$ cat config.mk
export PLATFORM = sky130hd
export DESIGN_NAME = dda_out_replay_source
export DESIGN_NICKNAME = d
export VERILOG_FILES = /design/src/rtl/dda_out_replay_source.sv
export SDC_FILE = /design/constraint.sdc
export NUM_CORES = 1
export LEC_CHECK = 0
export CAP_MARGIN = 20
export CORE_MARGIN = 3
export CORE_UTILIZATION = 40
export DETAILED_ROUTE_END_ITERATION = 6
export HOLD_SLACK_MARGIN = 0.03
export MAX_ROUTING_LAYER = met4
export PLACE_DENSITY = 0.61
export SYNTH_ARGS = -nofsm -noshare
export SYNTH_HDL_FRONTEND = slang
export SYNTH_SLANG_ARGS = --single-unit
$ cat constraint.sdc
create_clock -name pixel_clk_in -period 2.95 [get_ports pixel_clk_in]
set_input_delay 0.295 -clock pixel_clk_in [delete_from_list [all_inputs] [get_ports pixel_clk_in]]
set_output_delay 0.295 -clock pixel_clk_in [all_outputs]
set_load 0.01 [all_outputs]
$ cat src/rtl/dda_out_replay_source.sv
// Replays one frame of pre-computed DDA ray records from a synchronous ROM onto a
// valid/ready/last stream. Reads are credit-gated into a small skid FIFO so the
// stream runs at full rate and never loses a record under backpressure.
module dda_out_replay_source #(
  parameter int unsigned NUM_RAYS    = 320,
  parameter int unsigned DATA_WIDTH  = 38,
  parameter int unsigned ADDR_WIDTH  = 9,
  parameter int unsigned ROM_LATENCY = 2
) (
  input  logic                  pixel_clk_in,
  input  logic                  rst_in,
  input  logic                  frame_start_in,
  output logic [ADDR_WIDTH-1:0] rom_addr_out,
  input  logic [DATA_WIDTH-1:0] rom_data_in,
  output logic                  m_tvalid_out,
  input  logic                  m_tready_in,
  output logic [DATA_WIDTH-1:0] m_tdata_out,
  output logic                  m_tlast_out,
  output logic                  busy_out,
  output logic                  overrun_out,
  output logic [7:0]            frames_sent_out
);

  localparam int unsigned DEPTH = ROM_LATENCY + 2;
  localparam int unsigned PTR_W = (DEPTH > 1) ? $clog2(DEPTH) : 1;
  localparam int unsigned CNT_W = $clog2(DEPTH + 1);
  localparam int unsigned TOT_W = $clog2(2 * DEPTH + 1);
  localparam int unsigned ENT_W = DATA_WIDTH + 1;
  localparam logic [ADDR_WIDTH-1:0] LAST_ADDR = ADDR_WIDTH'(NUM_RAYS - 1);
  localparam bit FIRST_IS_LAST = (NUM_RAYS == 1);

  typedef enum logic [1:0] {IDLE, STREAM, DRAIN} state_e;

  state_e                state_q;
  logic [ADDR_WIDTH-1:0] addr_q;
  logic                  issue_q;
  logic                  issue_last_q;
  logic [ROM_LATENCY-1:0] pipe_vld_q;
  logic [ROM_LATENCY-1:0] pipe_last_q;
  logic [ENT_W-1:0]      fifo_mem_q [DEPTH];
  logic [PTR_W-1:0]      rd_ptr_q;
  logic [PTR_W-1:0]      wr_ptr_q;
  logic [CNT_W-1:0]      count_q;
  logic                  overrun_q;
  logic [7:0]            frames_q;

  logic [ENT_W-1:0]      head_c;
  logic                  valid_c;
  logic                  pop_c;
  logic                  push_c;
  logic                  last_hs_c;
  logic [TOT_W-1:0]      credit_used_c;
  logic                  credit_ok_c;
  logic [ADDR_WIDTH-1:0] next_addr_c;

  function automatic logic [PTR_W-1:0] ptr_inc(input logic [PTR_W-1:0] p);
    return (p == PTR_W'(DEPTH - 1)) ? '0 : p + PTR_W'(1);
  endfunction

  assign head_c      = fifo_mem_q[rd_ptr_q];
  assign valid_c     = (count_q != '0);
  assign pop_c       = valid_c && m_tready_in;
  assign push_c      = pipe_vld_q[ROM_LATENCY-1];
  assign last_hs_c   = pop_c && head_c[DATA_WIDTH];
  assign next_addr_c = addr_q + ADDR_WIDTH'(1);

  // Credit: FIFO slots spoken for (stored + in flight), with this cycle's pop already freed
  always_comb begin
    credit_used_c = TOT_W'(count_q) + TOT_W'(issue_q);
    for (int i = 0; i < int'(ROM_LATENCY); i++) begin
      credit_used_c = credit_used_c + TOT_W'(pipe_vld_q[i]);
    end
    credit_used_c = credit_used_c - TOT_W'(pop_c);
    credit_ok_c   = (credit_used_c < TOT_W'(DEPTH));
  end

  // Frame FSM: address issue, overrun detection and frame counting
  always_ff @(posedge pixel_clk_in) begin
    if (rst_in) begin
      state_q      <= IDLE;
      addr_q       <= '0;
      issue_q      <= 1'b0;
      issue_last_q <= 1'b0;
      overrun_q    <= 1'b0;
      frames_q     <= '0;
    end else begin
      issue_q      <= 1'b0;
      issue_last_q <= 1'b0;
      case (state_q)
        IDLE: begin
          if (frame_start_in) begin
            addr_q       <= '0;
            issue_q      <= 1'b1;
            issue_last_q <= FIRST_IS_LAST;
            state_q      <= FIRST_IS_LAST ? DRAIN : STREAM;
          end
        end
        STREAM: begin
          if (frame_start_in) overrun_q <= 1'b1;
          if (credit_ok_c) begin
            addr_q       <= next_addr_c;
            issue_q      <= 1'b1;
            issue_last_q <= (next_addr_c == LAST_ADDR);
            if (next_addr_c == LAST_ADDR) state_q <= DRAIN;
          end
        end
        DRAIN: begin
          if (last_hs_c) begin
            frames_q <= frames_q + 8'd1;
            // A start landing on the final handshake chains straight into the next frame
            if (frame_start_in) begin
              addr_q       <= '0;
              issue_q      <= 1'b1;
              issue_last_q <= FIRST_IS_LAST;
              state_q      <= FIRST_IS_LAST ? DRAIN : STREAM;
            end else begin
              state_q <= IDLE;
            end
          end else if (frame_start_in) begin
            overrun_q <= 1'b1;
          end
        end
        default: state_q <= IDLE;
      endcase
    end
  end

  // In-flight pipe mirroring the ROM read latency, carrying the last-record flag
  always_ff @(posedge pixel_clk_in) begin
    if (rst_in) begin
      pipe_vld_q  <= '0;
      pipe_last_q <= '0;
    end else begin
      pipe_vld_q[0]  <= issue_q;
      pipe_last_q[0] <= issue_last_q;
      for (int i = 1; i < int'(ROM_LATENCY); i++) begin
        pipe_vld_q[i]  <= pipe_vld_q[i-1];
        pipe_last_q[i] <= pipe_last_q[i-1];
      end
    end
  end

  // Skid FIFO pointers and occupancy
  always_ff @(posedge pixel_clk_in) begin
    if (rst_in) begin
      rd_ptr_q <= '0;
      wr_ptr_q <= '0;
      count_q  <= '0;
    end else begin
      if (push_c) wr_ptr_q <= ptr_inc(wr_ptr_q);
      if (pop_c)  rd_ptr_q <= ptr_inc(rd_ptr_q);
      count_q <= count_q + CNT_W'(push_c) - CNT_W'(pop_c);
    end
  end

  // Skid FIFO storage; contents are masked at the output while empty
  always_ff @(posedge pixel_clk_in) begin
    if (push_c) fifo_mem_q[wr_ptr_q] <= {pipe_last_q[ROM_LATENCY-1], rom_data_in};
  end

  assign rom_addr_out    = addr_q;
  assign m_tvalid_out    = valid_c;
  assign m_tdata_out     = valid_c ? head_c[DATA_WIDTH-1:0] : '0;
  assign m_tlast_out     = valid_c && head_c[DATA_WIDTH];
  assign busy_out        = (state_q != IDLE);
  assign overrun_out     = overrun_q;
  assign frames_sent_out = frames_q;

endmodule
==> impl_metrics.ini, run 1 <==
[synthesis]
yosysWarnings = 0
yosysMostFrequentCell = edfxtp_1
synth_nets = 506
synth_top_area_share_pct = 61.33
synth_area_um2 = 7639
yosysSeqAreaShare_pct = 70.50
synth-async-reset-ratio_pct = 0
synth_top_family_by_area = multiplexers
synth_xor_area_share_pct = 1.147
synth-compound-area-share_pct = 2.752
synth_mux_area_share_pct = 12.02
synth-simple-area-share_pct = 9.320
synth_area_leaders = edfxtp_1, mux4_2, dfxtp_1
ys_ff_latch = 191
synth_fa_ha_area_share_pct = 2.654
synth_common_cells = edfxtp_1, and2_1, mux4_2
synth_largest_area_cell = edfxtp_1
synth.distinct_cells = 42
synthFlopType = edfxtp_1
synth.avg_cell_area_um2 = 17.01
syn_inst = 449
synth_edf_count = 156

[timing]
finalHoldViolCount = 0
setup_slack_ps = 101.9
rsz0062_at_grt = false
fin_crit_sh_pct = 96.55
setup_violations = 0
max_freq_ghz = 0.3511
slew-limit-headroom_pct = 66.61
fin_crit_ps = 2848
worst-slew-pin-transition_ps = 499.3
finClkSkew_ps = 12.96
slew_viol_final = 0

[cts]
cts.sinks = 191
cts_buffers = 17
clk_pin_slew_ps = 70
insertion_delay_ps = 430
cts_buffer_depth = 2
cts_tree = yes
cts_resized = 0
cts-htree-levels = 4
post_cts_buffers = 0
cts_root_buf = clkbuf_16
cts_hold_buf = 0

[worst_setup_path]
crit_path_top_delay_cell = or3_4
cp_top_family = simple AND/OR/NAND/NOR gates
cp.arrival_ps = 3200
worst_path_largest_cell_delay_ps = 370
critPathCaptureType = flop
crit_fanout = 5
path_buf_inv = 0
critPathRequiredTime_ps = 3300
worstRegToRegCells = 10
cp.depth = 10
path_class = reg -> reg
start_kind = flop
cp_cell_sequence = o31a_1 > nand2b_1 > nand2_1 > fa_1 > ha_1 > a31o_1 > or3_4 > a21bo_1 > or3_1 > a31oi_1

[cells_and_area]
final_nets = 623
syn2layout_area_growth_pct = 26.14
finalNonFillerCells = 809
utilization_pct = 52.56
nFillCells = 1467
drive_above_1_share_pct = 15.72

[die]
die_y_um = 144.2
start_util_pct = 41.67
num_rows = 49
coreArea_um2 = 18330
die_w_um = 144.2
die_area_um2 = 20790
io_pins = 101

[place]
dp.cells = 776
dpl.hpwl_um = 9527
io_buffers = 100
pre_cts_slack_ps = -143.9
gp_congestion = 0.8162

[min_path]
hp-class = reg -> reg
hold_path_depth = 1

[global_routing]
grt_max_degree = 41
grt_use_met1_pct = 18.99
grt_pass1_vias = 4490
top_usage_layer = met2
antenna_found_initial = 1
grt_pass1_wl_um = 23630
grt_util_met2_pct = 25.21
grt_overflow = 0
met3_usage_pct = 4.332
track_usage_pct = 15.45

[pwr]
total_power_mw = 7.537
power.density_nw_per_um2 = 782.3
peakVddDrop_mv = 0.7465
power_leakage_nw = 3.147

[routing]
drc = 0
dr.pass1.iters = 5
route.antenna.remaining_nets = 0
wl_per_cell_um = 18.47
vias = 4219
drtIter0Drc = 210
viasPerCell = 5.215
routed_wl_um = 14940

[run]
drv_cap = 0

[outcome]
status = finished clean
-- placed cells by master (no fill, tap or decap), types with 2 or more instances in the layout --
master and instances:
buf_4 11, mux2i_1 4, clkbuf_16 17, bufinv_16 3, xnor2_1 3, nor2_1 18, a21o_1 2, nand3_1 15
clkinvlp_4 3, and3_1 6, o21ai_0 8, inv_1 10, xor2_1 7, clkdlybuf4s50_1 100, clkinv_1 4, nor2b_1 9
mux4_2 39, fa_1 2, nand2_1 14, a211oi_1 2, nand2b_1 3, edfxtp_1 156, and2_2 4, a21oi_1 9
a31oi_1 4, nand4_1 6, nor3_1 2, ha_1 13, dfxtp_1 33, clkinv_2 2, buf_12 6, or3_1 4
and2_1 41, clkbuf_1 2
-- final cells by class --
cell class / instances / area (um^2) / share of cell area, %
Clock buffer: 19 / 432.9 / 4.493
Timing Repair Buffer: 117 / 1204 / 12.49
Multi-Input combinational cell: 229 / 2136 / 22.17
Clock inverter: 13 / 146.4 / 1.519
Inverter: 10 / 37.54 / 0.3896
Sequential cell: 191 / 5390 / 55.94
Tap cell: 229 / 286.5 / 2.974
Antenna cell: 1 / 2.502 / 0.02597
-- path summary, 6_finish.rpt --
| kind | start | slack, ps | end |
|---|---|---|---|
| max | count_q[0] | 100 | rom_addr_out[3] |
| min | pipe_last_q[0] | 440 | pipe_last_q[1] |
| max reg2reg | count_q[0] | 100 | rom_addr_out[3] |
| min reg2reg | pipe_last_q[0] | 440 | pipe_last_q[1] |
-- kinds of logic (layout without fill, tap and decap cells) --
kind of cell | count (synthesis) | count (layout)
mux | 43 | 43
simple gates | 128 | 128
fa+ha+maj | 15 | 15
other cells | 0 | 1
flops | 191 | 191
buf+inv | 29 | 159
compound gates | 33 | 33
xor+xnor | 10 | 10
-- worst reg2reg max path: cells and delay by family (launching register included) --
| family | cells | cell delay [ps] |
|---|---|---|
| AND/OR/NAND/NOR | 4 | 910 |
| AO/OA/AOI/OAI | 4 | 900 |
| adder cells (fa/ha/maj) | 2 | 640 |
| flip-flops | 1 | 320 |
-- metrics by stage --
step | hold slack (ps) | area [um^2] | setup TNS (ps)
after floorplan | 393.9 | 7639 | 0
after global placement | 416.6 | 9054 | -151.7
after detailed placement | 423.7 | 9054 | -543.5
after CTS | 440.0 | 9633 | 0
after global routing | 463.8 | 9635 | 0
final | 435.6 | 9635 | 0
-- routing by layer --
layer | share of wire [%] | routed length [um]
met5 | 0 | 0
met4 | 1.2 | 184
met3 | 5.3 | 799
met2 | 50 | 7404
met1 | 44 | 6552
-- registers in the layout, indices dropped and copies added (netlist names), named ones only --
signal and count:
frames_sent_out 8, overrun_out 1, rom_addr_out 9, pipe_vld_q 2
issue_q 1, fifo_mem_q 156, pipe_last_q 2, state_q 2
count_q 3, rd_ptr_q 2, issue_last_q 1, wr_ptr_q 2
-- where the power goes --
group	switching, mW	total (mW)	internal [mW]	leakage, nW
clock	0.929	2.25	1.32	0.273
combinational	0.944	2.18	1.24	1.19
sequential	0.107	3.10	3.00	1.68
(Power assumes the default switching activity.)
==> run 2: changes to the inputs <==
--- a/config.mk
+++ b/config.mk
@@ -5,10 +5,12 @@
 export SDC_FILE = /design/constraint.sdc
 export NUM_CORES = 1
 export LEC_CHECK = 0
+export ABC_AREA = 1
 export CAP_MARGIN = 20
 export CORE_MARGIN = 3
 export CORE_UTILIZATION = 40
 export DETAILED_ROUTE_END_ITERATION = 6
+export GPL_ROUTABILITY_DRIVEN = 1
 export HOLD_SLACK_MARGIN = 0.03
 export MAX_ROUTING_LAYER = met4
 export PLACE_DENSITY = 0.61
==> impl_metrics.ini, run 2 <==
[cts]
cts_root_buf = clkbuf_16
cts_buffers = 17
clk_pin_slew_ps = 60
cts_hold_buf = 0
cts-htree-levels = 4
cts.sinks = 191
insertion_delay_ps = 430
cts_buffer_depth = 2
cts_tree = yes

[die]
die_area_um2 = 21360
num_rows = 50
io_pins = 101
die_w_um = 146.1
coreArea_um2 = 19020
start_util_pct = 41.31
die_y_um = 146.1

[routing]
wl_met1_um = 8083
viasPerCell = 4.946
drtIter0Drc = 342
dr.pass1.iters = 4
drc = 0
vias = 5441
routed.top_layer = met4
detailroute.wirelength.met3_um = 819
route.antenna.remaining_nets = 0
wl_per_cell_um = 16.23
routed_wl_um = 17860
route.met2.wl_um = 8835

[synthesis]
ys_ff_latch = 191
synth_top_area_share_pct = 59.63
yosysWarnings = 0
synth_largest_area_cell = edfxtp_1
synth.avg_cell_area_um2 = 10.88
yosysSeqAreaShare_pct = 68.55
syn_inst = 722
yosysMostFrequentCell = nor2_1
synth_area_leaders = edfxtp_1, dfxtp_1, nor2_1
synthFlopType = edfxtp_1
synth_edf_count = 156
synth.distinct_cells = 31
synth_common_cells = nor2_1, edfxtp_1, o21ai_0
synth_nets = 779
synth-async-reset-ratio_pct = 0
synth_area_um2 = 7856

[timing]
finClkSkew_ps = 15.55
fin_crit_sh_pct = 93.58
slew_viol_final = 0
setup-tns-final_ps = 0
fin_crit_ps = 2761
slew-limit-headroom_pct = 57.09
rsz0062_at_grt = false
finalHoldViolCount = 0
max_freq_ghz = 0.3622
setup_violations = 0
worst-slew-pin-transition_ps = 642.7

[global_routing]
grt_pass1_wl_um = 28790
antenna_found_initial = 1
grt_overflow = 0
track_usage_pct = 17.56
grt_pass1_vias = 5624
grt_max_degree = 55

[cells_and_area]
regArea_um2 = 5388
syn2layout_area_growth_pct = 25.18
regMostFlops = fifo_mem_q
multiInputGateArea_um2 = 2151
final_cell_mix = nor2_1, edfxtp_1, clkdlybuf4s50_1
layout_commonest_cell = nor2_1
drive_above_1_share_pct = 8.224
largest_register_ffs = 156
finalNonFillerCells = 1100
final_nets = 883
nFillCells = 1692

[worst_setup_path]
path_class = reg -> out
cp.arrival_ps = 2470
start_kind = flop
critPathRequiredTime_ps = 2650
crit_fanout = 39
critPathCaptureType = output pin

[pwr]
seq_power_share_pct = 38.5
swShare_pct = 32.13
power.density_nw_per_um2 = 833.5
clkPwrFrac_pct = 28.2
peakVddDrop_mv = 0.4425
p_sw_mw = 2.633
combinationalPowerShare_pct = 33.3
power.internal_mw = 5.563
power_leakage_nw = 3.542

[min_path]
hp-class = reg -> reg

[run]
drv_cap = 0

[place]
gp_congestion = 0.8685
dp.cells = 1067
dpl.hpwl_um = 10840
io_buffers = 100

[outcome]
status = finished clean
==> run 2: changes by cell type after synthesis, moves of 39 or more <==
cell	change
a21oi_1	+44
nor2_1	+168
o21ai_0	+73
mux4_2	-39
and2_1	-45
nand2_1	+47
==> run 2: final timing paths <==
path | from | to | slack, ps | cells past startpoint
setup / recovery | flop | m_tdata_out[36] | 190 | 6
hold / removal | pipe_last_q[0] | pipe_last_q[1] | 410 | 2
setup reg to reg | count_q[0] | rom_addr_out[5] | 380 | 16
hold reg to reg | pipe_last_q[0] | pipe_last_q[1] | 410 | 2
==> run 2: stage by stage <==
step                      hold WS, ps  instance area [um^2]  utilization (%)  setup WS, ps  power (mW)
final                           411.5                  9834            51.71         189.3       8.197
after global routing            431.2                  9834            51.71         16.87       8.673
after CTS                       409.8                  9828            51.68         152.2       8.277
after detailed placement        400.5                  9210            48.43         143.2       5.957
after global placement          400.1                  9210            48.43         254.7       5.901
after floorplan                 388.3                  7856                -         509.2       4.675
==> run 2: repair_timing <==
action / CTS / global route
endpoints found under the hold margin: 0 / 0
gates resized for setup: 0 / 1
setup endpoints to repair: 0 / 1
setup buffers: 0 / 0
==> run 2: critical path: stages, from the launching register on <==
cell and delay (ps):
dfxtp_2 550, inv_1 70, buf_4 310, nor2_1 160, o21ai_0 90, a21oi_1 250, clkdlybuf4s50_1 590
==> run 2: logic make-up after synthesis <==
kind of cell    share of synthesized area [%]
simple gates                            14.62
flops                                   68.55
compound gates                          9.428
buf+inv                                 4.157
fa+ha+maj                               2.580
xor+xnor                               0.6690
==> run 2: cell type report <==
type	count	area share (%)
flip-flops and latches	191	54.78
well taps	260	3.308
multi-input cells	448	21.87
inverters	51	1.959
diodes	1	0.02545
clock buffers	22	5.483
repair buffers	117	11.77
clock inverters	10	0.8015
==> run 2: power by group through the flow <==
stage	logic [mW]	clock network, mW	registers (mW)
floorplan	1.50	0	3.17
global placement	2.69	0	3.21
detailed placement	2.74	0	3.22
CTS	2.76	2.36	3.16
global route	3.02	2.48	3.18
finish	2.73	2.31	3.16
==> run 2: routing by layer <==
layer	up-vias	global-route usage, %
met5	-	-
li1	2665	-
met4	0	4.280
met3	8	4.780
met2	134	28.78
met1	2634	21.84
==> run 3: changes to the inputs <==
--- a/config.mk
+++ b/config.mk
@@ -17,3 +17,4 @@
 export SYNTH_ARGS = -nofsm -noshare
 export SYNTH_HDL_FRONTEND = slang
 export SYNTH_SLANG_ARGS = --single-unit
+export TNS_END_PERCENT = 30
==> results of run 3 <==
The final DEF is identical to that of run 2; final timing and power are the same.
